$ cat src/rtl/btn_pkg.sv
// Shared types and default timing for the button event generator.
package btn_pkg;

  typedef enum logic [1:0] {
    BTN_IDLE,
    BTN_PRESSED,
    BTN_REPEAT
  } btn_state_t;

  localparam int HOLD_CYCLES_DEF   = 50_000_000;
  localparam int REPEAT_CYCLES_DEF = 10_000_000;

  function automatic int max_int(input int a, input int b);
    return (a > b) ? a : b;
  endfunction

endpackage

$ cat src/rtl/btn_event_gen_if.sv
// Button levels in, event pulses out; the generator uses the slave side.
interface btn_event_gen_if #(
  parameter int N_BTN = 4
) ();

  logic [N_BTN-1:0] btn_in;
  logic             repeat_en;
  logic [N_BTN-1:0] press_pulse;
  logic [N_BTN-1:0] release_pulse;
  logic [N_BTN-1:0] long_pulse;
  logic [N_BTN-1:0] repeat_pulse;
  logic [N_BTN-1:0] held;

  modport master (
    output btn_in, repeat_en,
    input  press_pulse, release_pulse, long_pulse, repeat_pulse, held
  );

  modport slave (
    input  btn_in, repeat_en,
    output press_pulse, release_pulse, long_pulse, repeat_pulse, held
  );

endinterface

$ cat src/rtl/btn_event_ch.sv
// One button channel: press/release/long-press/auto-repeat pulse generator.
//  state        | meaning
//  BTN_IDLE     | button released, waiting for a press
//  BTN_PRESSED  | held, counting towards the long-press threshold
//  BTN_REPEAT   | long-press reached, counting repeat periods
module btn_event_ch
  import btn_pkg::*;
#(
  parameter int HOLD_CYCLES   = HOLD_CYCLES_DEF,
  parameter int REPEAT_CYCLES = REPEAT_CYCLES_DEF
) (
  input  logic clk,
  input  logic rst,
  input  logic btn_in,
  input  logic repeat_en,
  output logic press_pulse,
  output logic release_pulse,
  output logic long_pulse,
  output logic repeat_pulse,
  output logic held
);

  localparam int CNT_W = $clog2(max_int(HOLD_CYCLES, REPEAT_CYCLES));
  localparam logic [CNT_W-1:0] HOLD_LAST   = CNT_W'(HOLD_CYCLES - 1);
  localparam logic [CNT_W-1:0] REPEAT_LAST = CNT_W'(REPEAT_CYCLES - 1);

  btn_state_t       state, state_d;
  logic [CNT_W-1:0] count, count_d;
  logic             press_d, release_d, long_d, repeat_d, held_d;

  // The FSM state doubles as the previous sampled level, so edge detection
  // needs no separate btn_q flop.
  always_ff @(posedge clk or negedge rst) begin
    if (!rst) begin
      state         <= BTN_IDLE;
      count         <= '0;
      press_pulse   <= 1'b0;
      release_pulse <= 1'b0;
      long_pulse    <= 1'b0;
      repeat_pulse  <= 1'b0;
      held          <= 1'b0;
    end else begin
      state         <= state_d;
      count         <= count_d;
      press_pulse   <= press_d;
      release_pulse <= release_d;
      long_pulse    <= long_d;
      repeat_pulse  <= repeat_d;
      held          <= held_d;
    end
  end

  always_comb begin
    state_d = state;
    count_d = count;
    case (state)
      BTN_IDLE: begin
        if (btn_in) begin
          state_d = BTN_PRESSED;
          count_d = '0;
        end
      end
      BTN_PRESSED: begin
        if (!btn_in) begin
          state_d = BTN_IDLE;
          count_d = '0;
        end else if (count == HOLD_LAST) begin
          state_d = BTN_REPEAT;
          count_d = '0;
        end else begin
          count_d = count + CNT_W'(1);
        end
      end
      BTN_REPEAT: begin
        if (!btn_in) begin
          state_d = BTN_IDLE;
          count_d = '0;
        end else if (count == REPEAT_LAST) begin
          count_d = '0;
        end else begin
          count_d = count + CNT_W'(1);
        end
      end
      default: begin
        state_d = BTN_IDLE;
        count_d = '0;
      end
    endcase
  end

  // Release takes priority over a threshold hit on the same edge.
  always_comb begin
    press_d   = 1'b0;
    release_d = 1'b0;
    long_d    = 1'b0;
    repeat_d  = 1'b0;
    case (state)
      BTN_IDLE: begin
        press_d  = btn_in;
        repeat_d = btn_in;
      end
      BTN_PRESSED: begin
        if (!btn_in) begin
          release_d = 1'b1;
        end else if (count == HOLD_LAST) begin
          long_d   = 1'b1;
          repeat_d = repeat_en;
        end
      end
      BTN_REPEAT: begin
        if (!btn_in) begin
          release_d = 1'b1;
        end else if (count == REPEAT_LAST) begin
          repeat_d = repeat_en;
        end
      end
      default: begin
        press_d = 1'b0;
      end
    endcase
    held_d = (state_d != BTN_IDLE) || release_d;
  end

endmodule

$ cat src/rtl/btn_event_gen.sv
// N_BTN independent button channels sharing one repeat enable; wiring only.
module btn_event_gen
  import btn_pkg::*;
#(
  parameter int N_BTN         = 4,
  parameter int HOLD_CYCLES   = HOLD_CYCLES_DEF,
  parameter int REPEAT_CYCLES = REPEAT_CYCLES_DEF
) (
  input logic           clk,
  input logic           rst,
  btn_event_gen_if.slave bus
);

  logic [N_BTN-1:0] press_v, release_v, long_v, repeat_v, held_v;

  for (genvar i = 0; i < N_BTN; i++) begin : g_ch
    btn_event_ch #(
      .HOLD_CYCLES  (HOLD_CYCLES),
      .REPEAT_CYCLES(REPEAT_CYCLES)
    ) u_ch (
      .clk          (clk),
      .rst          (rst),
      .btn_in       (bus.btn_in[i]),
      .repeat_en    (bus.repeat_en),
      .press_pulse  (press_v[i]),
      .release_pulse(release_v[i]),
      .long_pulse   (long_v[i]),
      .repeat_pulse (repeat_v[i]),
      .held         (held_v[i])
    );
  end

  assign bus.press_pulse   = press_v;
  assign bus.release_pulse = release_v;
  assign bus.long_pulse    = long_v;
  assign bus.repeat_pulse  = repeat_v;
  assign bus.held          = held_v;

endmodule
$ cat src/flat_wrapper.sv
// flat-port wrapper written by rule: the top's interface ports become plain ports
module btn_event_gen_flat import btn_pkg::*;
#(
  parameter int N_BTN         = 4,
  parameter int HOLD_CYCLES   = HOLD_CYCLES_DEF,
  parameter int REPEAT_CYCLES = REPEAT_CYCLES_DEF
)
  (clk, rst, bus_btn_in, bus_repeat_en, bus_press_pulse, bus_release_pulse, bus_long_pulse, bus_repeat_pulse, bus_held);
  btn_event_gen_if #(.N_BTN(N_BTN)) bus_i ();
  input logic clk;
  input logic rst;
  input wire logic [$bits(bus_i.btn_in)-1:0] bus_btn_in;
  input wire logic [$bits(bus_i.repeat_en)-1:0] bus_repeat_en;
  output wire logic [$bits(bus_i.press_pulse)-1:0] bus_press_pulse;
  output wire logic [$bits(bus_i.release_pulse)-1:0] bus_release_pulse;
  output wire logic [$bits(bus_i.long_pulse)-1:0] bus_long_pulse;
  output wire logic [$bits(bus_i.repeat_pulse)-1:0] bus_repeat_pulse;
  output wire logic [$bits(bus_i.held)-1:0] bus_held;
  assign bus_i.btn_in = bus_btn_in;
  assign bus_i.repeat_en = bus_repeat_en;
  assign bus_press_pulse = bus_i.press_pulse;
  assign bus_release_pulse = bus_i.release_pulse;
  assign bus_long_pulse = bus_i.long_pulse;
  assign bus_repeat_pulse = bus_i.repeat_pulse;
  assign bus_held = bus_i.held;
  btn_event_gen #(.N_BTN(N_BTN), .HOLD_CYCLES(HOLD_CYCLES), .REPEAT_CYCLES(REPEAT_CYCLES)) u_core (.clk(clk), .rst(rst), .bus(bus_i));
endmodule
$ cat config.mk
export PLATFORM = sky130hd
export DESIGN_NAME = btn_event_gen_flat
export DESIGN_NICKNAME = d
export VERILOG_FILES = /design/src/rtl/btn_pkg.sv /design/src/rtl/btn_event_gen_if.sv /design/src/rtl/btn_event_ch.sv /design/src/rtl/btn_event_gen.sv /design/src/flat_wrapper.sv
export SDC_FILE = /design/constraint.sdc
export NUM_CORES = 1
export LEC_CHECK = 0
export CAP_MARGIN = 25
export CORE_AREA = 4 4 129 131
export DETAILED_ROUTE_END_ITERATION = 8
export DIE_AREA = 0 0 133 135
export HOLD_SLACK_MARGIN = 0.1
export PLACE_DENSITY = 0.76
export SETUP_SLACK_MARGIN = 0.15
export SLEW_MARGIN = 20
export SYNTH_ARGS = -nofsm -noshare
export SYNTH_HDL_FRONTEND = slang
export SYNTH_SLANG_ARGS = --single-unit
$ cat constraint.sdc
create_clock -name clk -period 3.1 [get_ports clk]
set_clock_uncertainty 0.05 [all_clocks]
set_input_delay 0.465 -clock clk [delete_from_list [all_inputs] [get_ports clk]]
set_output_delay 0.465 -clock clk [all_outputs]
set_load 0.02 [all_outputs]
==> flow_metrics.env <==
export IMPL_synth_top_area_cell="dfrtp_1"
export IMPL_synth_mux_area_share_pct=0.981
export IMPL_via_per_inst=6.10
export IMPL_synthDistinctLibCells=60
export IMPL_critPathCaptureType="register"
export IMPL_clkTransAtPathRegs_ns=0.06
export IMPL_ys_ff_latch=132
export IMPL_synth_xor_area_share_pct=0
export IMPL_htreeDepth=4
export IMPL_max_freq_ghz=0.366
export IMPL_syn_instance_count=855
export IMPL_grt_usage_pct=18.8
export IMPL_port_buffers=26
export IMPL_cts_tree="built"
export IMPL_ys_async_sr_fraction_pct=100
export IMPL_rows=46
export IMPL_antenna_found_initial=0
export IMPL_setup_violations_final=0
export IMPL_fin_crit_ns=2.73
export IMPL_ys_seq_area_share_pct=43.2
export IMPL_synth_flop_cell="dfrtp_1"
export IMPL_final_util_pct=55.2
export IMPL_pin_count=27
export IMPL_synth_simple_area_share_pct=26.6
export IMPL_power_density_nw_per_um2=617
export IMPL_num_nets_final=877
export IMPL_crit_arrival_ns=2.99
export IMPL_status="finished clean"
export IMPL_finalHoldViolCount=0
export IMPL_die_y_um=135
export IMPL_synth_top_family_by_area="simple AND/OR/NAND/NOR gates"
export IMPL_cts_buffer_depth=2
export IMPL_final_common_cell="dfrtp_1"
export IMPL_grt_pass1_wl_um=28100
export IMPL_drt_iter0_markers=530
export IMPL_drtPass1Iterations=6
export IMPL_design_area_sq_um=8610
export IMPL_netlist_top_cells_area="dfrtp_1 43%, a31oi_1 6.6%, nand2_1 4.9%"
export IMPL_clk_latency_ns=0.43
export IMPL_setup_total_negative_slack_ns=0
export IMPL_cp_start_kind="register"
export IMPL_place_congestion=0.858
export IMPL_synth_edf_count=0
export IMPL_worstHoldPathType="register to register"
export IMPL_ant_nets=0
export IMPL_drive_gt1_share_pct=8.12
export IMPL_drv_slew=0
export IMPL_critical_path_class="register to register"
export IMPL_drc_errors=0
export IMPL_maxSlewHeadroom_pct=45.8
export IMPL_dp_hpwl_um=10900
export IMPL_cts_root_buf="clkbuf_16"
export IMPL_synthesis_area_sq_um=7650
export IMPL_vias=6576
export IMPL_ir_drop_mv=0.468
export IMPL_tightest_slew_ns=0.813
export IMPL_cts_sinks=132
export IMPL_rsz0062_at_grt="no"
export IMPL_initial_core_util_pct=49.0
export IMPL_synth_compound_area_share_pct=20.2
export IMPL_die_width_um=133
export IMPL_worst_path_max_fanout=27
export IMPL_power_leakage_nw=3.55
export IMPL_areaGrowthSynthToFinish_pct=12.6
export IMPL_dieArea_sq_um=18000
export IMPL_drv_cap=0
export IMPL_ys_warn_count=0
export IMPL_wl_um=16600
export IMPL_synth_fa_ha_area_share_pct=3.27
export IMPL_fin_crit_sh_pct=88.1
export IMPL_wl_per_cell_um=15.4
export IMPL_grt_overflow=0
export IMPL_syn_num_nets=882
export IMPL_synthDominantCellAreaShare_pct=43.2
export IMPL_post_cts_buffers=0
export IMPL_n_fill_cell=1344
export IMPL_grt_max_degree=66
export IMPL_syn_avg_cell_area_sq_um=8.95
export IMPL_core_sq_um=15600
export IMPL_cp_required_ns=3.36
export IMPL_cts_buffers=17
export IMPL_final_cell_mix="132 x dfrtp_1, 100 x nand2_1, 81 x a31oi_1, 65 x a21oi_1, 54 x nor2_1"
export IMPL_postPlaceCellArea_sq_um=7920
export IMPL_grt_pass1_vias=5956
export IMPL_antennaDiodeCount=0
-- flip-flops by register name, indices dropped and copies added, names as in the netlist --
name                            flops
u_core.g_ch.u_ch.long_pulse         4
u_core.g_ch.u_ch.repeat_pulse       4
u_core.g_ch.u_ch.press_pulse        4
u_core.g_ch.u_ch.held               4
u_core.g_ch.u_ch.state              8
u_core.g_ch.u_ch.release_pulse      4
u_core.g_ch.u_ch.count            104
-- per-stage QoR --
step / hold slack [ns] / setup slack (ns) / cells / power [mW]
after floorplan: 0.119 / 0.893 / 855 / 2.85
after global placement: 0.432 / 0.459 / 1045 / 3.08
after detailed placement: 0.440 / 0.391 / 1045 / 3.10
after CTS: 0.448 / 0.371 / 1077 / 5.32
after global routing: 0.473 / 0.166 / 1078 / 5.56
final: 0.449 / 0.370 / 1078 / 5.31
-- synth_stat cells (4+ instances only) --
| library cell | n |
|---|---|
| o21ai_0 | 27 |
| o31ai_1 | 4 |
| inv_1 | 17 |
| or3_1 | 6 |
| dfrtp_1 | 132 |
| buf_2 | 11 |
| nand2_1 | 100 |
| buf_4 | 20 |
| mux2_2 | 4 |
| and4_1 | 14 |
| buf_6 | 6 |
| a41oi_1 | 15 |
| a31oi_1 | 81 |
| nor2b_1 | 8 |
| a21o_1 | 11 |
| and3_1 | 27 |
| nor4bb_1 | 4 |
| clkbuf_1 | 22 |
| nor4_1 | 9 |
| or4_1 | 7 |
| nand2b_1 | 21 |
| nor3_1 | 20 |
| nor2_1 | 54 |
| a21oi_1 | 66 |
| ha_1 | 20 |
| nand3_1 | 45 |
| and2_1 | 12 |
| nand4_1 | 25 |
| a22o_1 | 11 |
| nor3b_1 | 4 |
-- worst max-delay path, stage by stage, from the launching register on --
cell and delay, ns:
dfrtp_1 0.45, nor4b_1 0.40, nand4_1 0.24, o31ai_1 0.56
a21oi_4 0.30, buf_16 0.25, o211a_1 0.11, a221o_1 0.25
-- layer usage --
layer  vias to the layer above  global-route usage [%]  part of all wire, %
met5                         -                       0                    0
met4                         0                    7.33                  1.7
met3                        26                    3.87                  4.1
met2                       168                    29.7                   47
met1                      3199                    25.5                   47
li1                       3183                       -                    -
-- worst paths after layout --
path / startpoint / endpoint / slack (ns) / cells past startpoint
max in group asynchronous: rst / u_core.g_ch[0].u_ch.repeat_pulse$_DFF_PN0_ / 1.73 / 3
setup / recovery: u_core.g_ch[3].u_ch.count[16]$_DFFE_PN0P_ / u_core.g_ch[3].u_ch.count[25]$_DFFE_PN0P_ / 0.37 / 7
min in group asynchronous: rst / u_core.g_ch[3].u_ch.count[6]$_DFFE_PN0P_ / 0.55 / 2
hold reg to reg: u_core.g_ch[2].u_ch.count[19]$_DFFE_PN0P_ / u_core.g_ch[2].u_ch.count[19]$_DFFE_PN0P_ / 0.45 / 1
hold / removal: u_core.g_ch[2].u_ch.count[19]$_DFFE_PN0P_ / u_core.g_ch[2].u_ch.count[19]$_DFFE_PN0P_ / 0.45 / 1
setup reg to reg: u_core.g_ch[3].u_ch.count[16]$_DFFE_PN0P_ / u_core.g_ch[3].u_ch.count[25]$_DFFE_PN0P_ / 0.37 / 7
-- area by class of cell --
| type | count | area, sq um | share of cell area [%] |
|---|---|---|---|
| clock buffer | 18 | 439 | 5.10 |
| clock inverter | 13 | 208 | 2.41 |
| inverter | 17 | 63.8 | 0.741 |
| multi-input combinational | 642 | 3930 | 45.6 |
| sequential | 132 | 3300 | 38.4 |
| tap | 216 | 270 | 3.14 |
| timing repair buffer | 40 | 402 | 4.66 |
-- kinds of logic after synthesis --
logic type | Yosys count
AND/OR/NAND/NOR | 375
AO/OA/AOI/OAI | 240
flip-flops | 132
buffers and inverters | 81
adder cells (fa/ha/maj) | 20
multiplexers | 7
-- what timing repair did --
action / CTS / global route
hold buffers: 1 / 0
resized for setup: 0 / 1
endpoints found under the hold margin: 63 / 0
setup endpoints to repair: 0 / 2
-- power by group --
group | switching, mW | internal, mW
combinational | 0.734 | 0.437
sequential | 0.0829 | 1.85
clock | 0.768 | 1.44
(Power assumes the default switching activity.)
